**src/rtl/uart_bus_master_if.sv**
```systemverilog
// Command/response handshake plus the 8-bit register bus of the UART peripheral.
// The master modport is the bus initiator's view. The slave modport is the host/peripheral side.
interface uart_bus_master_if;
  logic       cmd_valid;
  logic       cmd_ready;
  logic       cmd_write;
  logic [7:0] cmd_wdata;
  logic       rsp_valid;
  logic [7:0] rsp_data;
  logic       rsp_timeout;
  logic [1:0] bus_addr;
  logic       bus_ncs;
  logic       bus_nwe;
  logic       bus_nrst;
  logic [7:0] bus_dout;
  logic       bus_doe;
  logic [7:0] bus_din;

  modport master (
    input  cmd_valid, cmd_write, cmd_wdata, bus_din,
    output cmd_ready, rsp_valid, rsp_data, rsp_timeout,
    output bus_addr, bus_ncs, bus_nwe, bus_nrst, bus_dout, bus_doe
  );

  modport slave (
    output cmd_valid, cmd_write, cmd_wdata, bus_din,
    input  cmd_ready, rsp_valid, rsp_data, rsp_timeout,
    input  bus_addr, bus_ncs, bus_nwe, bus_nrst, bus_dout, bus_doe
  );
endinterface

```
**src/rtl/uart_bus_master.sv**
```systemverilog
// Bus initiator for the UART register interface. Each command polls status (addr 0),
// then performs one data-register cycle (addr 1), then returns a single response pulse.
module uart_bus_master #(
  parameter int ACTIVE_CYCLES = 4,
  parameter int IDLE_CYCLES   = 2,
  parameter int POLL_MAX      = 255
) (
  input  logic              clk,
  input  logic              rst,
  uart_bus_master_if.master bus
);

  typedef enum logic [2:0] {S_IDLE, S_POLL, S_CHECK, S_XFER, S_RESP} cmd_state_t;
  typedef enum logic [1:0] {P_SETUP, P_ACTIVE, P_HOLD, P_GAP} bus_phase_t;

  localparam logic [3:0] ACT_LAST     = 4'(ACTIVE_CYCLES - 1);
  localparam logic [3:0] GAP_LAST     = 4'(IDLE_CYCLES - 1);
  localparam logic [7:0] POLL_LAST    = 8'(POLL_MAX - 1);
  localparam logic       POLL_LIMITED = (POLL_MAX != 0);

  cmd_state_t state, state_nx;
  bus_phase_t phase, phase_nx;
  logic [3:0] ph_cnt;
  logic [7:0] poll_cnt;
  logic       is_wr;
  logic       timed_out;
  logic [7:0] wr_byte_p0;
  logic [7:0] rd_byte_p1;

  logic ph_last, in_bus, wr_cyc, status_ok, poll_exhausted, take_cmd, sample_din;

  always_comb begin
    ph_last = 1'b1;
    case (phase)
      P_ACTIVE: ph_last = (ph_cnt == ACT_LAST);
      P_GAP:    ph_last = (ph_cnt == GAP_LAST);
      default:  ph_last = 1'b1;
    endcase
  end

  assign in_bus         = (state == S_POLL) || (state == S_XFER);
  assign wr_cyc         = (state == S_XFER) && is_wr;
  assign status_ok      = is_wr ? ~rd_byte_p1[0] : rd_byte_p1[1];
  assign poll_exhausted = POLL_LIMITED && (poll_cnt == POLL_LAST);
  assign take_cmd       = (state == S_IDLE) && bus.cmd_valid;
  // Data arrives at the edge that ends the last ACTIVE clock. Status polls and data reads share this register.
  assign sample_din     = in_bus && (phase == P_ACTIVE) && ph_last && !wr_cyc;

  always_comb begin
    state_nx = state;
    phase_nx = phase;
    if (in_bus && ph_last)
      phase_nx = (phase == P_GAP) ? P_SETUP : bus_phase_t'(phase + 2'd1);
    case (state)
      S_IDLE:  if (bus.cmd_valid) state_nx = S_POLL;
      S_POLL:  if ((phase == P_GAP) && ph_last) state_nx = S_CHECK;
      S_CHECK: begin
        if (status_ok)           state_nx = S_XFER;
        else if (poll_exhausted) state_nx = S_RESP;
        else                     state_nx = S_POLL;
      end
      S_XFER:  if ((phase == P_GAP) && ph_last) state_nx = S_RESP;
      S_RESP:  state_nx = S_IDLE;
      default: state_nx = S_IDLE;
    endcase
  end

  always_ff @(posedge clk) begin
    if (rst) begin
      state     <= S_IDLE;
      phase     <= P_SETUP;
      ph_cnt    <= 4'd0;
      poll_cnt  <= 8'd0;
      is_wr     <= 1'b0;
      timed_out <= 1'b0;
    end else begin
      state  <= state_nx;
      phase  <= phase_nx;
      ph_cnt <= (in_bus && !ph_last) ? ph_cnt + 4'd1 : 4'd0;
      if (take_cmd) begin
        is_wr     <= bus.cmd_write;
        poll_cnt  <= 8'd0;
        timed_out <= 1'b0;
      end else if ((state == S_CHECK) && !status_ok) begin
        poll_cnt  <= poll_cnt + 8'd1;
        timed_out <= poll_exhausted;
      end
    end
  end

  // Data path registers carry no reset. The outputs are gated by the control state instead.
  always_ff @(posedge clk) begin
    if (take_cmd)   wr_byte_p0 <= bus.cmd_wdata;
    if (sample_din) rd_byte_p1 <= bus.bus_din;
  end

  always_comb begin
    bus.cmd_ready   = (state == S_IDLE) && !rst;
    bus.rsp_valid   = (state == S_RESP);
    bus.rsp_timeout = (state == S_RESP) && timed_out;
    bus.rsp_data    = ((state == S_RESP) && !timed_out && !is_wr) ? rd_byte_p1 : 8'h00;
    bus.bus_addr    = (state == S_XFER) ? 2'd1 : 2'd0;
    bus.bus_ncs     = !(in_bus && (phase == P_ACTIVE));
    bus.bus_nwe     = !(wr_cyc && (phase == P_ACTIVE));
    bus.bus_doe     = wr_cyc && (phase != P_GAP);
    bus.bus_dout    = (wr_cyc && (phase != P_GAP)) ? wr_byte_p0 : 8'h00;
    bus.bus_nrst    = !rst;
  end

endmodule

```
**src/flat_wrapper.sv**
```systemverilog
// flat-port wrapper written by rule: the top's interface ports become plain ports
module uart_bus_master_flat 
#(
  parameter int ACTIVE_CYCLES = 4,
  parameter int IDLE_CYCLES   = 2,
  parameter int POLL_MAX      = 255
)
  (clk, rst, bus_cmd_valid, bus_cmd_write, bus_cmd_wdata, bus_bus_din, bus_cmd_ready, bus_rsp_valid, bus_rsp_data, bus_rsp_timeout, bus_bus_addr, bus_bus_ncs, bus_bus_nwe, bus_bus_nrst, bus_bus_dout, bus_bus_doe);
  uart_bus_master_if bus_i ();
  input  logic clk;
  input  logic rst;
  input wire logic [$bits(bus_i.cmd_valid)-1:0] bus_cmd_valid;
  input wire logic [$bits(bus_i.cmd_write)-1:0] bus_cmd_write;
  input wire logic [$bits(bus_i.cmd_wdata)-1:0] bus_cmd_wdata;
  input wire logic [$bits(bus_i.bus_din)-1:0] bus_bus_din;
  output wire logic [$bits(bus_i.cmd_ready)-1:0] bus_cmd_ready;
  output wire logic [$bits(bus_i.rsp_valid)-1:0] bus_rsp_valid;
  output wire logic [$bits(bus_i.rsp_data)-1:0] bus_rsp_data;
  output wire logic [$bits(bus_i.rsp_timeout)-1:0] bus_rsp_timeout;
  output wire logic [$bits(bus_i.bus_addr)-1:0] bus_bus_addr;
  output wire logic [$bits(bus_i.bus_ncs)-1:0] bus_bus_ncs;
  output wire logic [$bits(bus_i.bus_nwe)-1:0] bus_bus_nwe;
  output wire logic [$bits(bus_i.bus_nrst)-1:0] bus_bus_nrst;
  output wire logic [$bits(bus_i.bus_dout)-1:0] bus_bus_dout;
  output wire logic [$bits(bus_i.bus_doe)-1:0] bus_bus_doe;
  assign bus_i.cmd_valid = bus_cmd_valid;
  assign bus_i.cmd_write = bus_cmd_write;
  assign bus_i.cmd_wdata = bus_cmd_wdata;
  assign bus_i.bus_din = bus_bus_din;
  assign bus_cmd_ready = bus_i.cmd_ready;
  assign bus_rsp_valid = bus_i.rsp_valid;
  assign bus_rsp_data = bus_i.rsp_data;
  assign bus_rsp_timeout = bus_i.rsp_timeout;
  assign bus_bus_addr = bus_i.bus_addr;
  assign bus_bus_ncs = bus_i.bus_ncs;
  assign bus_bus_nwe = bus_i.bus_nwe;
  assign bus_bus_nrst = bus_i.bus_nrst;
  assign bus_bus_dout = bus_i.bus_dout;
  assign bus_bus_doe = bus_i.bus_doe;
  uart_bus_master #(.ACTIVE_CYCLES(ACTIVE_CYCLES), .IDLE_CYCLES(IDLE_CYCLES), .POLL_MAX(POLL_MAX)) u_core (.clk(clk), .rst(rst), .bus(bus_i));
endmodule
```
**config.mk**
```make
export PLATFORM = sky130hd
export DESIGN_NAME = uart_bus_master_flat
export DESIGN_NICKNAME = d
export VERILOG_FILES = /design/src/rtl/uart_bus_master_if.sv /design/src/rtl/uart_bus_master.sv /design/src/flat_wrapper.sv
export SDC_FILE = /design/constraint.sdc
export NUM_CORES = 1
export LEC_CHECK = 0
export CORE_AREA = 8 8 71 73
export DETAILED_ROUTE_END_ITERATION = 10
export DIE_AREA = 0 0 79 81
export PLACE_DENSITY = 0.79
export SLEW_MARGIN = 20
export SYNTH_ARGS = -nofsm -noshare
export SYNTH_HDL_FRONTEND = slang
export SYNTH_SLANG_ARGS = --single-unit
```
**constraint.sdc**
```tcl
create_clock -name clk -period 2.64 [get_ports clk]
set_input_delay 0.528 -clock clk [delete_from_list [all_inputs] [get_ports clk]]
set_output_delay 0.528 -clock clk [all_outputs]
set_load 0.1 [all_outputs]
```
### Word level (Yosys, flattened, before mapping)

Index checks and enable logic that the tools add are counted.

* add/sub/neg operators: 3
* equal/unequal tests: 13
* muxes and demuxes: 12
* bitwise logic cells: 2
* reductions and logical operators: 28

Operators by type and width (number)
* 2-to-1 mux 8 bit: 2
* logical AND 1 bit: 15
* 2-to-1 mux 3 bit: 5
* case mux 3 bit (4 select lines): 1
* adder 8 x 1 -> 8 bit, second input constant: 1
* equality test 8 bit, second input constant: 1
* zero test 1 bit: 8
* != test 2 bit, second input constant: 4
* equality test 3 x 2 -> 1 bit, second input constant: 2
* adder 4 x 1 -> 4 bit, second input constant: 1
* equality test 4 x 1 -> 1 bit, second input constant: 1
* equality test 4 x 2 -> 1 bit, second input constant: 1
* OR reduction 2 bit: 2
* equality test 3 x 1 -> 1 bit, second input constant: 1
* equality test 3 bit, second input constant: 1
* zero test 3 bit: 1
* AND reduction 3 bit: 1
* adder 2 x 1 -> 2 bit, second input constant: 1
* equality test 2 x 1 -> 1 bit, second input constant: 1
* equality test 2 bit, second input constant: 1
* 2-to-1 mux 1 bit: 2
* 2-to-1 mux 2 bit: 1
* inverter 1 bit: 2
* case mux 1 bit (2 select lines): 1
* logical OR 1 bit: 1

* flip-flop bits (word level): 35
* input bits: 20
* output and inout bits: 25
* word-level logic and storage cells: 66

### Logic depth before layout (Yosys ltp)

* word-level depth: 6
* gate-level depth with buffers: 6
* depth with buffers taken out: 5

### Worst setup path after synthesis

No wires, ideal clock.

* kind: flip-flop to output port
* from: register u_core.state[0]
* to: output bus_bus_dout[0]
* arrival time: 2.401 ns
* data required time: 2.112 ns
* setup slack: -0.289 ns
* stages on the path, launching flop included: 7
* path buffers: 2
* path through: dfxtp_1 > nor2b_1 > clkbuf_1 > and3_1 > nor2b_1 > buf_2 > and2_1

* longest elaborated chain between the ends: 4

RTL lines
* start, declared: RTL line uart_bus_master.sv:21 `cmd_state_t state, state_nx;`
* start signal, assigned: RTL line uart_bus_master.sv:77 `state <= state_nx;`
* equality test 3 x 2 -> 1 bit: RTL line uart_bus_master.sv:42 `assign wr_cyc = (state == S_XFER) && is_wr;`
* logical AND 1 bit: RTL line uart_bus_master.sv:42
* logical AND 1 bit
* named net bus_bus_doe: RTL line flat_wrapper.sv:25 `output wire logic [$bits(bus_i.bus_doe)-1:0] bus_bus_doe;`
* 2-to-1 mux 8 bit: RTL line uart_bus_master.sv:106 `bus.bus_dout = (wr_cyc && (phase != P_GAP)) ? wr_byte_p0 : 8'h00;`
* end, declared: RTL line flat_wrapper.sv:24 `output wire logic [$bits(bus_i.bus_dout)-1:0] bus_bus_dout;`

The timed path passes the listed nets, and every way through them passes these cells.

### Final worst setup path

* from: register u_core.state[0]
* to: output bus_bus_dout[0]

* longest elaborated chain between the ends: 4

RTL lines (RTL line)
* equality test 3 x 2 -> 1 bit: uart_bus_master.sv:42
* logical AND 1 bit: uart_bus_master.sv:42
* logical AND 1 bit: uart_bus_master.sv:106
* 2-to-1 mux 8 bit: uart_bus_master.sv:106

Every way passes these cells.

==> qor.tcl <==
set qor(run_status) {completed}
set qor(place_area_mm2) 0.00239
set qor(htree_levels) 2
set qor(met3_length_um) 288
set qor(grt_remaining_overflow) 0
set qor(grt_antenna_before_repair) 0
set qor(ys_types) 49
set qor(rsz_0062_raised_after_global_routing) {false}
set qor(worst-endpoint-arrival_ns) 1.84
set qor(path_delay_family) {simple AND/OR/NAND/NOR gates}
set qor(post-route-min-period_ns) 2.37
set qor(maxCapViolations) 0
set qor(syn-num-nets) 184
set qor(finalSetupViolations) 0
set qor(1st_pass_router_iterations) 4
set qor(cts_max_path_buffers) 2
set qor(start_kind) {flip-flop}
set qor(timing.hold.worst.class) {reg2reg}
set qor(synthesis.instances) 159
set qor(p_int_mw) 1.09
set qor(fin_worst_skew_ns) 0.00772
set qor(combinational_family_with_the_most_area_after_synthesis) {simple AND/OR/NAND/NOR gates}
set qor(simple_logic_cell_fraction_of_the_synthesized_area) 0.259
set qor(clkTransAtPathRegs_ns) 0.07
set qor(syn-mean-instance-area_um2) 10.5
set qor(avgRoutedWirePerCell_um) 14.6
set qor(finalInstanceArea_mm2) 0.00248
set qor(vias) 1287
set qor(clock-root-buffer) {sky130_fd_sc_hd__clkbuf_8}
set qor(postSynthRegisterBits) 35
set qor(hold_violations) 0
set qor(tritoncts) {built}
set qor(synth_compound_area_frac) 0.0918
set qor(floorplan.die.height_um) 81
set qor(cp_max_fo) 9
set qor(first_pass_grt_wire_length_um) 5820
set qor(worstPathBufferInverterCount) 2
set qor(numCtsBuffers) 5
set qor(floorplan.rows) 23
set qor(area_delta_synth_final_pct) 48.0
set qor(timing_worst_setup_path_type) {reg2out}
set qor(holdWs_ns) 0.474
set qor(tritoncts_num_sinks) 35
set qor(power_density_mw_per_mm2) 690
set qor(clk-insertion-delay-late_ns) 0.28
set qor(worst_path_most_repeated_cell) {sky130_fd_sc_hd__nor2b_1}
set qor(grtUsageTotal) 0.120
set qor(grt_pass1_vias) 1197
set qor(worst_path_largest_cell_delay_ns) 0.46
set qor(netSwitchingFraction) 0.365
set qor(final_common_cell) {sky130_fd_sc_hd__buf_12}
set qor(dieArea_mm2) 0.00640
set qor(worst-endpoint-required_ns) 2.11
set qor(setup.worst_path.end_class) {primary output}
set qor(finalNetCount) 232
set qor(most-common-layout-cells) {sky130_fd_sc_hd__buf_12 (20), sky130_fd_sc_hd__clkdlybuf4s50_1 (19), sky130_fd_sc_hd__dfxtp_1 (19), sky130_fd_sc_hd__nor2_1 (17), sky130_fd_sc_hd__edfxtp_1 (16)}
set qor(hpwlAfterDp_um) 3050
set qor(post-route-period-util) 0.897
set qor(initialDrtViolationCount) 60
set qor(place.gp.congestion) 0.818
set qor(antenna-diode-count) 0
set qor(drt_drc_violations_left) 0
set qor(largest_net_degree_at_the_start_of_global_routing) 12
set qor(via_per_inst) 4.99
set qor(highest_layer) {met4}
set qor(yosysWarningCount) 0
set qor(route.final.wire_length_um) 3770
set qor(timing.rr.start) {u_core.state[1]}
set qor(synth_fa_ha_area_frac) 0.0373
set qor(max_slew_violation_count) 0
set qor(chipWidth_um) 79
set qor(power.switching_uw) 624
set qor(initial_utilization) 0.428
set qor(vdd_drop_max_uv) 672
set qor(crit_path_top_delay_cell) {sky130_fd_sc_hd__dfxtp_1}
set qor(clkPwrFrac) 0.213
set qor(route.layer.met1.wl_um) 1680
set qor(timing.fmax_mhz) 422
set qor(min_delay_src) {u_core.poll_cnt[5]}
set qor(io_buffers) 43
set qor(p_seq_frac) 0.414
set qor(synth-xor-area-share) 0.0366
set qor(postRouteAntennaNets) 0
set qor(synth-seq-area-share) 0.513
set qor(core-area_mm2) 0.00391
set qor(met2_wl_post_dr_um) 1760
set qor(totalNegativeSetupSlack_ns) 0
set qor(critical_path.cell_chain) {nor2b_1 -> and3_1 -> nor2b_1 -> buf_4 -> and2_2 -> buf_12}
set qor(fraction_of_final_layout_cells_with_drive_strength_greater_than_1) 0.313
set qor(post_synth_instance_area_mm2) 0.00168
set qor(p_comb_frac) 0.373
set qor(io_pins) 45
set qor(timing.critical_path.from) {u_core.state[0]}
set qor(post_synth_mux_area_share) 0.0179
set qor(p_leak_nw) 0.945
-- tightest hold or removal path, delay by kind of cell (launching register included) --
family / cells / cell delay [ns]
DFF: 1 / 0.32
AOI/OAI and AO/OA: 2 / 0.11
-- metrics by stage --
step / instances / power, mW / setup WS, ns / utilization
6_report: 258 / 1.71 / 0.271 / 0.634
4_1_cts: 258 / 1.73 / 0.0687 / 0.633
5_1_grt: 258 / 1.81 / 0.126 / 0.634
3_5_place_dp: 250 / 1.36 / 0.390 / 0.611
2_1_floorplan: 159 / 1.18 / -0.0722 / -
3_3_place_gp: 250 / 1.35 / 0.446 / 0.611
-- kinds of logic after synthesis --
group | count (synthesis)
and+or+nand+nor | 73
DFF | 35
AOI/OAI and AO/OA | 21
buffers and inverters | 14
xor gates and xnor gates | 7
adders and majority gates | 5
muxes | 3
other | 1
-- path summary, 6_finish.rpt --
| kind | to | slack (ns) | cells past startpoint |
|---|---|---|---|
| setup / recovery | bus_bus_dout[0] | 0.27 | 6 |
| hold / removal | u_core.poll_cnt[5] | 0.47 | 2 |
| setup reg to reg | u_core.state[2] | 0.88 | 4 |
| hold reg to reg | u_core.poll_cnt[5] | 0.47 | 2 |
-- flip-flops by register name, indices dropped and copies added, names as in the netlist --
name	count
u_core.is_wr	1
u_core.ph_cnt	4
u_core.phase	2
u_core.poll_cnt	8
u_core.rd_byte_p1	8
u_core.state	3
u_core.timed_out	1
u_core.wr_byte_p0	8
-- cell type report --
type / instances / area [um2]
fillers: 326 / 1430
inverters: 7 / 26.3
clock inverters: 2 / 12.5
clock buffers: 6 / 72.6
well taps: 50 / 62.6
flip-flops and latches: 35 / 861
multi-input cells: 110 / 788
repair buffers: 48 / 658
-- metal layers --
layer / GRT usage / vias up
met5: 0 / -
met1: 0.135 / 592
li1: - / 654
met3: 0.0508 / 4
met2: 0.191 / 37
met4: 0.0611 / 0
-- Yosys cell counts (all sizes together) --
master	n	area (um2)
nand2b	1	6.26
and4	1	8.76
a311oi	1	8.76
conb	1	3.75
xnor2	3	26.3
o31ai	3	22.5
nor2	18	67.6
inv	7	26.3
or4	4	33.8
o2111ai	2	17.5
nand4bb	1	11.3
dfxtp	19	380
nand2	10	37.5
nor2b	2	12.5
a21oi	4	20.0
o32ai	1	8.76
or3	2	13.8
clkbuf	3	12.5
o211ai	2	15.0
or3b	2	17.5
edfxtp	16	480
or2	1	6.26
or2b	1	8.76
nor3	1	5.00
ha	5	62.6
nand3	2	10.0
buf	4	31.3
nor3b	3	33.8
mux2i	3	30.0
nor4	2	12.5
and2	19	120
and3	2	13.8
a211oi	3	27.5
o21ai	4	23.8
o211a	1	10.0
xor2	4	35.0
nor4b	1	15.0
-- repair_timing --
item	in CTS	in global routing
hold buffers	0	0
gates resized for setup	0	1
endpoints found under the setup margin	0	8
setup buffers	0	0
-- power groups by stage --
stage                     logic [mW]  registers (mW)  clock network [mW]
after global placement         0.633           0.713                   0
final                          0.638           0.709               0.365
after CTS                      0.643           0.708               0.382
after global routing           0.690           0.718               0.399
after floorplan                0.485           0.695                   0
after detailed placement       0.640           0.721                   0
Power figures use the tool's default switching activity.
